**src/rtl/cam_wr_arbiter.sv**
```systemverilog
// cam_wr_arbiter: two-port round-robin arbiter feeding a CAM write port with ack/done handshake.
// Optional occupancy tracking (valid_map/occ_count) is enabled by defining CAM_WR_ARBITER_OCCUPANCY_EN.
module cam_wr_arbiter #(
  parameter int DATA_WIDTH  = 16,
  parameter int ADDR_WIDTH  = 3,
  parameter int ACK_TIMEOUT = 4
) (
  input  logic                    clk,
  input  logic                    rst_n,
  input  logic                    req0_valid,
  output logic                    req0_ready,
  input  logic                    req0_delete,
  input  logic [ADDR_WIDTH-1:0]   req0_addr,
  input  logic [DATA_WIDTH-1:0]   req0_data,
  output logic                    req0_done,
  output logic                    req0_err,
  input  logic                    req1_valid,
  output logic                    req1_ready,
  input  logic                    req1_delete,
  input  logic [ADDR_WIDTH-1:0]   req1_addr,
  input  logic [DATA_WIDTH-1:0]   req1_data,
  output logic                    req1_done,
  output logic                    req1_err,
  output logic [ADDR_WIDTH-1:0]   cam_write_addr,
  output logic [DATA_WIDTH-1:0]   cam_write_data,
  output logic                    cam_write_enable,
  output logic                    cam_write_delete,
  input  logic                    cam_write_busy,
  output logic [2**ADDR_WIDTH-1:0] valid_map,
  output logic [ADDR_WIDTH:0]     occ_count
);
  localparam int CW = $clog2(ACK_TIMEOUT + 1);
  typedef enum logic [1:0] {IDLE, ISSUE, WAIT_ACK, WAIT_DONE} state_t;
  state_t                state;
  logic                  ptr;
  logic                  owner;
  logic [CW-1:0]         cnt;
  logic                  grant_any;
  logic                  grant1;
  logic                  sel_del;
  logic [ADDR_WIDTH-1:0] sel_addr;
  logic [DATA_WIDTH-1:0] sel_data;
  // Accept only from IDLE with the CAM quiet; port 1 wins when alone or when it holds priority.
  assign grant_any  = rst_n && state == IDLE && !cam_write_busy && (req0_valid || req1_valid);
  assign grant1     = req1_valid && (!req0_valid || ptr);
  assign req0_ready = grant_any && !grant1;
  assign req1_ready = grant_any && grant1;
  assign sel_del    = grant1 ? req1_delete : req0_delete;
  assign sel_addr   = grant1 ? req1_addr : req0_addr;
  assign sel_data   = grant1 ? req1_data : req0_data;
  // Operation sequencer: latch, one-cycle strobe, wait for busy rise (bounded), wait for busy fall.
  always_ff @(posedge clk or negedge rst_n) begin
    if (!rst_n) begin
      state            <= IDLE;
      ptr              <= 1'b0;
      owner            <= 1'b0;
      cnt              <= '0;
      cam_write_addr   <= '0;
      cam_write_data   <= '0;
      cam_write_enable <= 1'b0;
      cam_write_delete <= 1'b0;
      req0_done        <= 1'b0;
      req1_done        <= 1'b0;
      req0_err         <= 1'b0;
      req1_err         <= 1'b0;
    end else begin
      cam_write_enable <= 1'b0;
      cam_write_delete <= 1'b0;
      req0_done        <= 1'b0;
      req1_done        <= 1'b0;
      req0_err         <= 1'b0;
      req1_err         <= 1'b0;
      case (state)
        IDLE: if (grant_any) begin
          owner            <= grant1;
          ptr              <= ~grant1;
          cam_write_addr   <= sel_addr;
          cam_write_data   <= sel_data;
          cam_write_enable <= ~sel_del;
          cam_write_delete <= sel_del;
          state            <= ISSUE;
        end
        ISSUE: begin
          cnt   <= '0;
          state <= WAIT_ACK;
        end
        WAIT_ACK: if (cam_write_busy) state <= WAIT_DONE;
        else if (cnt == CW'(ACK_TIMEOUT - 1)) begin
          req0_done <= ~owner;
          req1_done <= owner;
          req0_err  <= ~owner;
          req1_err  <= owner;
          state     <= IDLE;
        end else cnt <= cnt + 1'b1;
        WAIT_DONE: if (!cam_write_busy) begin
          req0_done <= ~owner;
          req1_done <= owner;
          state     <= IDLE;
        end
        default: state <= IDLE;
      endcase
    end
  end
`ifdef CAM_WR_ARBITER_OCCUPANCY_EN
  logic                    del;
  logic [2**ADDR_WIDTH-1:0] map_nxt;
  // Map after the in-flight operation lands: write sets the entry, delete clears it.
  always_comb begin
    map_nxt                 = valid_map;
    map_nxt[cam_write_addr] = ~del;
  end
  // Commit occupancy only on a successful completion, alongside the done pulse.
  always_ff @(posedge clk or negedge rst_n) begin
    if (!rst_n) begin
      del       <= 1'b0;
      valid_map <= '0;
      occ_count <= '0;
    end else begin
      if (grant_any) del <= sel_del;
      if (state == WAIT_DONE && !cam_write_busy) begin
        valid_map <= map_nxt;
        occ_count <= (ADDR_WIDTH + 1)'($countones(map_nxt));
      end
    end
  end
`else
  assign valid_map = '0;
  assign occ_count = '0;
`endif
endmodule

```
**config.mk**
```make
export PLATFORM = sky130hd
export DESIGN_NAME = cam_wr_arbiter
export DESIGN_NICKNAME = d
export VERILOG_FILES = /design/src/rtl/cam_wr_arbiter.sv
export SDC_FILE = /design/constraint.sdc
export NUM_CORES = 1
export LEC_CHECK = 0
export CAP_MARGIN = 20
export CORE_ASPECT_RATIO = 1.5
export CORE_MARGIN = 4
export CORE_UTILIZATION = 36
export CTS_CLUSTER_DIAMETER = 100
export CTS_CLUSTER_SIZE = 14
export DETAILED_ROUTE_END_ITERATION = 10
export GPL_ROUTABILITY_DRIVEN = 0
export GPL_TIMING_DRIVEN = 1
export PLACE_DENSITY = 0.72
export RECOVER_POWER = 25
export SYNTH_ARGS = -nofsm -noshare
export SYNTH_HDL_FRONTEND = slang
export SYNTH_SLANG_ARGS = --single-unit
```
**constraint.sdc**
```tcl
create_clock -name clk -period 1.5 [get_ports clk]
set_input_delay 0.3 -clock clk [delete_from_list [all_inputs] [get_ports clk]]
set_output_delay 0.3 -clock clk [all_outputs]
set_load 0.01 [all_outputs]
```
==> results of run 1 <==
state kept, by name (all words and copies together) (netlist names), 2 cells and up:
register,flops
state,2
cnt,3
cam_write_data,16
cam_write_addr,3
metrics by stage:
step / util, % / cells / cell area [um^2] / hold WS [ps]
6_report: 62.6 / 302 / 2850 / 381
5_1_grt: 62.6 / 302 / 2850 / 465
4_1_cts: 61.0 / 299 / 2770 / 237
3_5_place_dp: 56.4 / 282 / 2560 / 489
3_3_place_gp: 56.4 / 282 / 2560 / 455
2_1_floorplan: - / 150 / 1740 / 4.41
path summary, 6_finish.rpt:
kind                                endpoint  slack (ps)  depth (start not counted)
min in group clk                    req0_err         500                          1
max                               req0_ready        -270                          5
min                                req1_done         380                          2
max reg2reg                cam_write_data[6]        -260                          8
min reg2reg                         req0_err         500                          1
max in group asynchronous  cam_write_addr[2]         610                          2
worst max-delay path, stage by stage, from the launching register on:
cell and delay, ps:
sky130_fd_sc_hd__dfrtp_1 410, sky130_fd_sc_hd__nor4b_4 320, sky130_fd_sc_hd__buf_4 170, sky130_fd_sc_hd__o21ai_2 60
sky130_fd_sc_hd__a21oi_2 100, sky130_fd_sc_hd__buf_2 130
layout by cell type (no fill, tap or decap), types with 4 or more instances in the layout:
cell	instances
sky130_fd_sc_hd__buf_4	19
sky130_fd_sc_hd__inv_1	4
sky130_fd_sc_hd__clkbuf_8	6
sky130_fd_sc_hd__clkdlybuf4s50_1	48
sky130_fd_sc_hd__buf_12	5
sky130_fd_sc_hd__a2bb2oi_2	19
sky130_fd_sc_hd__conb_1	12
sky130_fd_sc_hd__nand2_1	8
sky130_fd_sc_hd__dlymetal6s2s_1	9
sky130_fd_sc_hd__dfrtp_1	32
sky130_fd_sc_hd__nor2_1	5
sky130_fd_sc_hd__o32ai_1	18
sky130_fd_sc_hd__dlygate4sd2_1	12
sky130_fd_sc_hd__buf_6	7
per-layer routing:
layer	wire, um	up-vias
met2	2650	61
met4	88	0
met3	282	6
li1	-	707
met5	0	-
met1	1820	736
cells by family (layout without fill, tap and decap cells):
group                    count (synthesis)  in the layout
flip-flops                              32             32
AO/OA/AOI/OAI                           50             50
AND/OR/NAND/NOR                         25             25
adder cells (fa/ha/maj)                  2              2
buffers and inverters                   29            117
other                                    1             12
timing repair:
action | 4_1_cts | 5_1_grt
gates resized for setup | 32 | 16
endpoints found under the hold margin | 0 | 0
setup endpoints to repair | 37 | 36
pin swaps | 2 | 2
buffers inserted | 9 | 3
cloned | 1 | 0
final cells by class:
type,instances,area (um^2)
fill,372,1700
tap,64,80.1
multi-input combinational,89,787
timing repair buffer,103,1060
sequential,32,801
clock inverter,2,10.0
clock buffer,6,82.6
inverter,6,22.5
report_power, final:
part	leakage, nW	internal (W)	switching (W)
clock	0.0510	0.000366	0.000311
sequential	0.382	0.00121	0.000231
combinational	0.823	0.00118	0.000834
total	1.26	0.00276	0.00138
==> qor.txt, run 1 <==
OUTCOME
------------------------------------------------------------------------------------------
Status ...................................................................... complete, but fails checks
Failing checks .............................................................. setup timing

YOSYS
------------------------------------------------------------------------------------------
Number of different library cells in the post-synthesis netlist .............           30
Synth area leaders .......................................................... sky130_fd_sc_hd__dfrtp_1 47%, sky130_fd_sc_hd__a2bb2oi_2 16%, sky130_fd_sc_hd__o32ai_1 9.8%
Most frequent cells after synthesis ......................................... 32 x sky130_fd_sc_hd__dfrtp_1, 19 x sky130_fd_sc_hd__o32ai_1, 18 x sky130_fd_sc_hd__a2bb2oi_2
Post-synthesis mux area share ...............................................           0%
Dominant combinational cell family by area after synthesis .................. compound AO/OA/AOI/OAI gates
Mean instance size in the synthesized netlist ...............................    12.2 um^2
Most common cell in the netlist ............................................. sky130_fd_sc_hd__dfrtp_1
Share of the yosys chip area belonging to registers .........................        47.3%
Area fraction in compound gates after synthesis .............................        31.8%
Area share of the largest cell type after synthesis .........................        47.3%
Share of synthesized cell area in full adder, half adder and majority cells .        1.48%
Number of enable flip-flop cells after synthesis ............................            0
Flip-flop and latch count after synthesis ...................................           32
Parity-gate share of the synthesized area counting xor and xnor cells .......           0%
Gate Count Post-Synth .......................................................          139
Predominant post-synthesis flop cell ........................................ sky130_fd_sc_hd__dfrtp_1
Count of warnings emitted by yosys ..........................................            0
Post-synth design cell area .................................................    1690 um^2
Area share of and/or/nand/nor cells after synthesis .........................        8.06%
Largest area contributor in the netlist ..................................... sky130_fd_sc_hd__dfrtp_1
Synth async-reset ratio .....................................................         100%

STA
------------------------------------------------------------------------------------------
Maximum achievable frequency ................................................      566 MHz
Final min period ............................................................      1770 ps
Final count of pins violating max slew ......................................            0
Final Hold Fails ............................................................            0
Worst-case setup margin in the final layout .................................      -266 ps
Slew at the pin with the worst max-slew slack ...............................       814 ps
Final count of negative-setup-slack endpoints ...............................           24
RSZ-0062 raised after global routing ........................................         true
Period utilization ..........................................................         118%
Setup Skew ..................................................................      2.96 ps
Post-Route Setup TNS ........................................................     -5620 ps
Headroom to the max-slew limit ..............................................        45.7%

FLOORPLAN
------------------------------------------------------------------------------------------
Area of the die .............................................................    5890 um^2
Height of the die ...........................................................      92.0 um
Chip Width ..................................................................      64.0 um
Starting density of the core ................................................        37.3%
Placeable core area .........................................................    4540 um^2
Number of placement rows ....................................................           30
Number of top-level pins ....................................................           84

SETUP PATH
------------------------------------------------------------------------------------------
Setup crit start kind .......................................................     register
Critical path origin ........................................................     state[1]
Required time of the critical path ..........................................      1200 ps
Type of destination of the critical path ....................................  output port
Start-to-end type of the worst setup path ................................... register to output port
Highest fanout seen on the critical path ....................................            2
Worst R2R Start .............................................................     state[1]
Arr. time, crit path ........................................................      1470 ps

PLACED DESIGN
------------------------------------------------------------------------------------------
Pre-CTS worst setup slack ...................................................      -703 ps
Buffers on Ports ............................................................           71
Detailed placement HPWL .....................................................      3300 um

GRT
------------------------------------------------------------------------------------------
Met3 routing resource usage after global routing ............................        3.31%
Via count of the first global-routing pass ..................................         1606
Initial antenna violation count .............................................            0
Peak-usage layer in the global routing report ...............................         met2
Total routing resource utilization after global routing .....................        17.0%
Gr ovfl total ...............................................................            0
Global routing met1 resource utilization ....................................        19.0%
Global-route wire length before repair ......................................      7670 um
Pin count of the biggest net entering global routing ........................           33
GRT met2 Usage ..............................................................        29.8%

CLOCK NETWORK
------------------------------------------------------------------------------------------
Quantity of hold-fixing buffers added after cts .............................            0
Clock buffer count from CTS .................................................            5
Clock latency on the worst-skew pair ........................................       270 ps
Clock tree from TritonCTS ...................................................         done
Number of H-tree levels .....................................................            2
Clock root cell ............................................................. sky130_fd_sc_hd__clkbuf_8
Clock slew at reported path FFs .............................................        70 ps
CTS sink cnt ................................................................           32
Maximum buffer depth of the clock tree ......................................            2

POWER
------------------------------------------------------------------------------------------
Power after layout ..........................................................    0.00414 W
P per Cell Area ............................................................. 1450 nW/um^2
Static power due to leakage .................................................      1.26 nW
Max VDD drop ................................................................     0.800 mV

ROUTE
------------------------------------------------------------------------------------------
ANT nets after route ........................................................            0
Violation count after the first detailed-route iteration ....................           25
Detailed-router iteration count before antenna repair .......................            4
Via density per instance ....................................................         5.00
Via count ...................................................................         1510
Number of design rule violations left after detail routing ..................            0
Post-detailed-route wirelength per cell .....................................      16.0 um
Detailed Route WL ...........................................................      4850 um

JOB
------------------------------------------------------------------------------------------
Number of max-capacitance violations reported ...............................            0

CELLS AND AREA
------------------------------------------------------------------------------------------
Fraction of final layout cells sized beyond drive strength 1 ................        30.7%
Area growth, synth to finish ................................................        68.1%
Count of antenna diodes in the layout .......................................            0
Final-stage net count .......................................................          284

HOLD PATH
------------------------------------------------------------------------------------------
Worst hold-check path type .................................................. input pin to async pin

Power figures use the tool's default switching activity.
==> inputs of run 2 (changes only) <==
--- a/config.mk
+++ b/config.mk
@@ -9,12 +9,13 @@
 export CORE_ASPECT_RATIO = 1.5
 export CORE_MARGIN = 4
 export CORE_UTILIZATION = 36
-export CTS_CLUSTER_DIAMETER = 100
+export CTS_CLUSTER_DIAMETER = 30
 export CTS_CLUSTER_SIZE = 14
 export DETAILED_ROUTE_END_ITERATION = 10
 export GPL_ROUTABILITY_DRIVEN = 0
 export GPL_TIMING_DRIVEN = 1
-export PLACE_DENSITY = 0.72
+export MAX_ROUTING_LAYER = met4
+export PLACE_DENSITY = 0.76
 export RECOVER_POWER = 25
 export SYNTH_ARGS = -nofsm -noshare
 export SYNTH_HDL_FRONTEND = slang
==> run 2 against run 1 <==
Effect of this change: the run still ends with setup timing left; final cell count grew 0.66%; die area stayed put; clock skew grew 1.6 ps; sequential power hardly changed; power down 0.56%.
==> qor.txt, run 2 (synthesis gave the netlist of run 1 again) <==
STA
------------------------------------------------------------------------------
Slew at the pin with the worst max-slew slack ...................       799 ps   was 814 ps
Maximum achievable frequency ....................................      548 MHz   was 566 MHz
Worst-case setup margin in the final layout .....................      -324 ps   was -266 ps
Period utilization ..............................................         122%   was 118%
Final Hold Fails ................................................            0   unchanged
Headroom to the max-slew limit ..................................        46.7%   was 45.7%
Final min period ................................................      1820 ps   was 1770 ps
Setup Skew ......................................................      4.60 ps   was 2.96 ps
Worst Hold Margin ...............................................       349 ps   was 381 ps
Final count of negative-setup-slack endpoints ...................           24   unchanged
Final count of pins violating max slew ..........................            0   unchanged
RSZ-0062 raised after global routing ............................         true   unchanged

FLOORPLAN
------------------------------------------------------------------------------
Starting density of the core ....................................        37.3%   unchanged
Number of top-level pins ........................................           84   unchanged
Number of placement rows ........................................           30   unchanged
Chip Width ......................................................      64.0 um   unchanged
Placeable core area .............................................    4540 um^2   unchanged
Height of the die ...............................................      92.0 um   unchanged
Area of the die .................................................    5890 um^2   unchanged

GRT
------------------------------------------------------------------------------
Global-route wire length before repair ..........................      7310 um   was 7670 um
Pin count of the biggest net entering global routing ............           33   unchanged
Initial antenna violation count .................................            0   unchanged
Gr ovfl total ...................................................            0   unchanged
Via count of the first global-routing pass ......................         1502   was 1606
Total routing resource utilization after global routing .........        16.7%   was 17.0%

ROUTE
------------------------------------------------------------------------------
Violation count after the first detailed-route iteration ........           39   was 25
Detailed Route WL ...............................................      4750 um   was 4850 um
Number of design rule violations left after detail routing ......            0   unchanged
ANT nets after route ............................................            0   unchanged
Via density per instance ........................................         5.02   was 5.00
Via count .......................................................         1526   was 1510
Post-detailed-route wirelength per cell .........................      15.6 um   was 16.0 um
Detailed-router iteration count before antenna repair ...........            4   unchanged

OUTCOME
------------------------------------------------------------------------------
Failing checks .................................................. setup timing   unchanged
Status .......................................................... complete, but fails checks   unchanged

POWER
------------------------------------------------------------------------------
P per Cell Area ................................................. 1430 nW/um^2   was 1450 nW/um^2
Static power due to leakage .....................................      1.24 nW   was 1.26 nW
Max VDD drop ....................................................     0.697 mV   was 0.800 mV

CLOCK NETWORK
------------------------------------------------------------------------------
Maximum buffer depth of the clock tree ..........................            2   unchanged
CTS sink cnt ....................................................           32   unchanged
Clock slew at reported path FFs .................................        60 ps   was 70 ps
Clock root cell ................................................. sky130_fd_sc_hd__clkbuf_8   unchanged
Clock latency on the worst-skew pair ............................       280 ps   was 270 ps
Number of H-tree levels .........................................            2   unchanged
Clock buffer count from CTS .....................................            5   unchanged
Clock tree from TritonCTS .......................................         done   unchanged
Quantity of hold-fixing buffers added after cts .................            0   unchanged

JOB
------------------------------------------------------------------------------
Number of max-capacitance violations reported ...................            0   unchanged

SETUP PATH
------------------------------------------------------------------------------
Required time of the critical path ..............................      1200 ps   about the same
Start-to-end type of the worst setup path ....................... register to output port   unchanged
Cell-by-cell listing of the critical path ....................... nor4b_4 -> buf_4 -> o21ai_2 -> a21oi_2 -> buf_2   unchanged
Buffering stage count on the worst path with inverters included .            2   unchanged
Setup crit start kind ...........................................     register   unchanged
Delay of the slowest cell on the worst path .....................       420 ps   was 410 ps
Highest fanout seen on the critical path ........................            2   unchanged
Crit-path leading delay family ..................................   flip-flops   unchanged
Master of the slowest instance on the critical path ............. sky130_fd_sc_hd__dfrtp_1   unchanged
Arr. time, crit path ............................................      1520 ps   was 1470 ps
Type of destination of the critical path ........................  output port   unchanged

CELLS AND AREA
------------------------------------------------------------------------------
Largest regs .................................................... cam_write_data x16, cam_write_addr x3, cnt x3   unchanged
Count of antenna diodes in the layout ...........................            0   unchanged
Fraction of final layout cells sized beyond drive strength 1 ....        29.6%   was 30.7%
Max FFs per register ............................................           16   unchanged
Number of fill cells in the layout ..............................          352   was 372
Final-stage net count ...........................................          286   was 284
Commonest non-fill, non-tap cell in the layout .................. sky130_fd_sc_hd__clkdlybuf4s50_1   unchanged
Commonest cells after routing, fill and taps aside .............. 48 x sky130_fd_sc_hd__clkdlybuf4s50_1, 32 x sky130_fd_sc_hd__dfrtp_1, 22 x sky130_fd_sc_hd__buf_4   was 48 x sky130_fd_sc_hd__clkdlybuf4s50_1, 32 x sky130_fd_sc_hd__dfrtp_1, 19 x sky130_fd_sc_hd__a2bb2oi_2, 19 x sky130_fd_sc_hd__buf_4, 18 x sky130_fd_sc_hd__o32ai_1
Final Core Density ..............................................        63.2%   was 62.6%
Final Instance Count excl. Fillers ..............................          304   was 302
Area growth, synth to finish ....................................        69.6%   was 68.1%
Register with the highest flop count ............................ cam_write_data   unchanged

PLACED DESIGN
------------------------------------------------------------------------------
Placed cells ....................................................          279   was 282
Buffers on Ports ................................................           71   unchanged
Detailed placement HPWL .........................................      3210 um   was 3300 um

HOLD PATH
------------------------------------------------------------------------------
Worst hold-check path type ...................................... input pin to async pin   unchanged

## run 2: changes by cell type in the layout (fill, tap and decap cells not counted), sizes merged
cell          change
buf               +2
dlygate4sd2       +4
dlymetal6s2s      -4
clkinv            -2
clkbuf            +2
## run 2: power breakdown
| group | switching (W) | total, W | internal [W] |
|---|---|---|---|
| registers | 0.000236 | 0.00145 | 0.00121 |
| clock network | 0.000306 | 0.000680 | 0.000374 |
| logic | 0.000828 | 0.00199 | 0.00116 |
| total | 0.00137 | 0.00412 | 0.00275 |
## run 2: path summary, 6_finish.rpt
path / start / endpoint / slack (ps) / depth (start not counted)
max in group asynchronous: rst_n / cam_write_data[15] / 640 / 2
max: state[0] / req0_ready / -320 / 5
min in group clk: cam_write_busy / state[0] / 450 / 4
max reg2reg: state[0] / ptr / -310 / 9
min reg2reg: owner / req0_err / 480 / 1
min: rst_n / req1_err / 350 / 2
## run 2: layout make-up
type / count / area, um^2 / area share [%]
flip-flops and latches: 32 / 801 / 27.9
inverters: 6 / 22.5 / 0.784
multi-input cells: 89 / 786 / 27.4
clock buffers: 8 / 90.1 / 3.14
repair buffers: 105 / 1090 / 38.0
well taps: 64 / 80.1 / 2.79
## run 2: metal layers
metal | up-vias | wire, um | share of wire (%) | global-route usage [%]
met1 | 739 | 1840 | 39 | 19.2
met3 | 8 | 269 | 5.7 | 3.06
met5 | - | 0 | 0 | -
li1 | 710 | - | - | -
met2 | 69 | 2560 | 54 | 28.1
met4 | 0 | 82 | 1.7 | 7.03
## run 2: repair_timing
item / CTS / global route
endpoints found under the setup margin: 39 / 31
buffers inserted: 15 / 2
pin swaps: 2 / 2
cloned: 2 / 0
gates resized for setup: 33 / 10
## run 2: metrics by stage
| stage | area [um^2] | setup WS, ps | total power (W) | setup TNS [ps] |
|---|---|---|---|---|
| 6_report | 2870 | -324 | 0.00412 | -5120 |
| 2_1_floorplan | 1740 | -48.8 | 0.00245 | -48.8 |
| 4_1_cts | 2820 | -308 | 0.00409 | -5000 |
| 3_5_place_dp | 2540 | -727 | 0.00344 | -14180 |
| 5_1_grt | 2870 | -395 | 0.00436 | -7280 |
| 3_3_place_gp | 2540 | -718 | 0.00339 | -14060 |
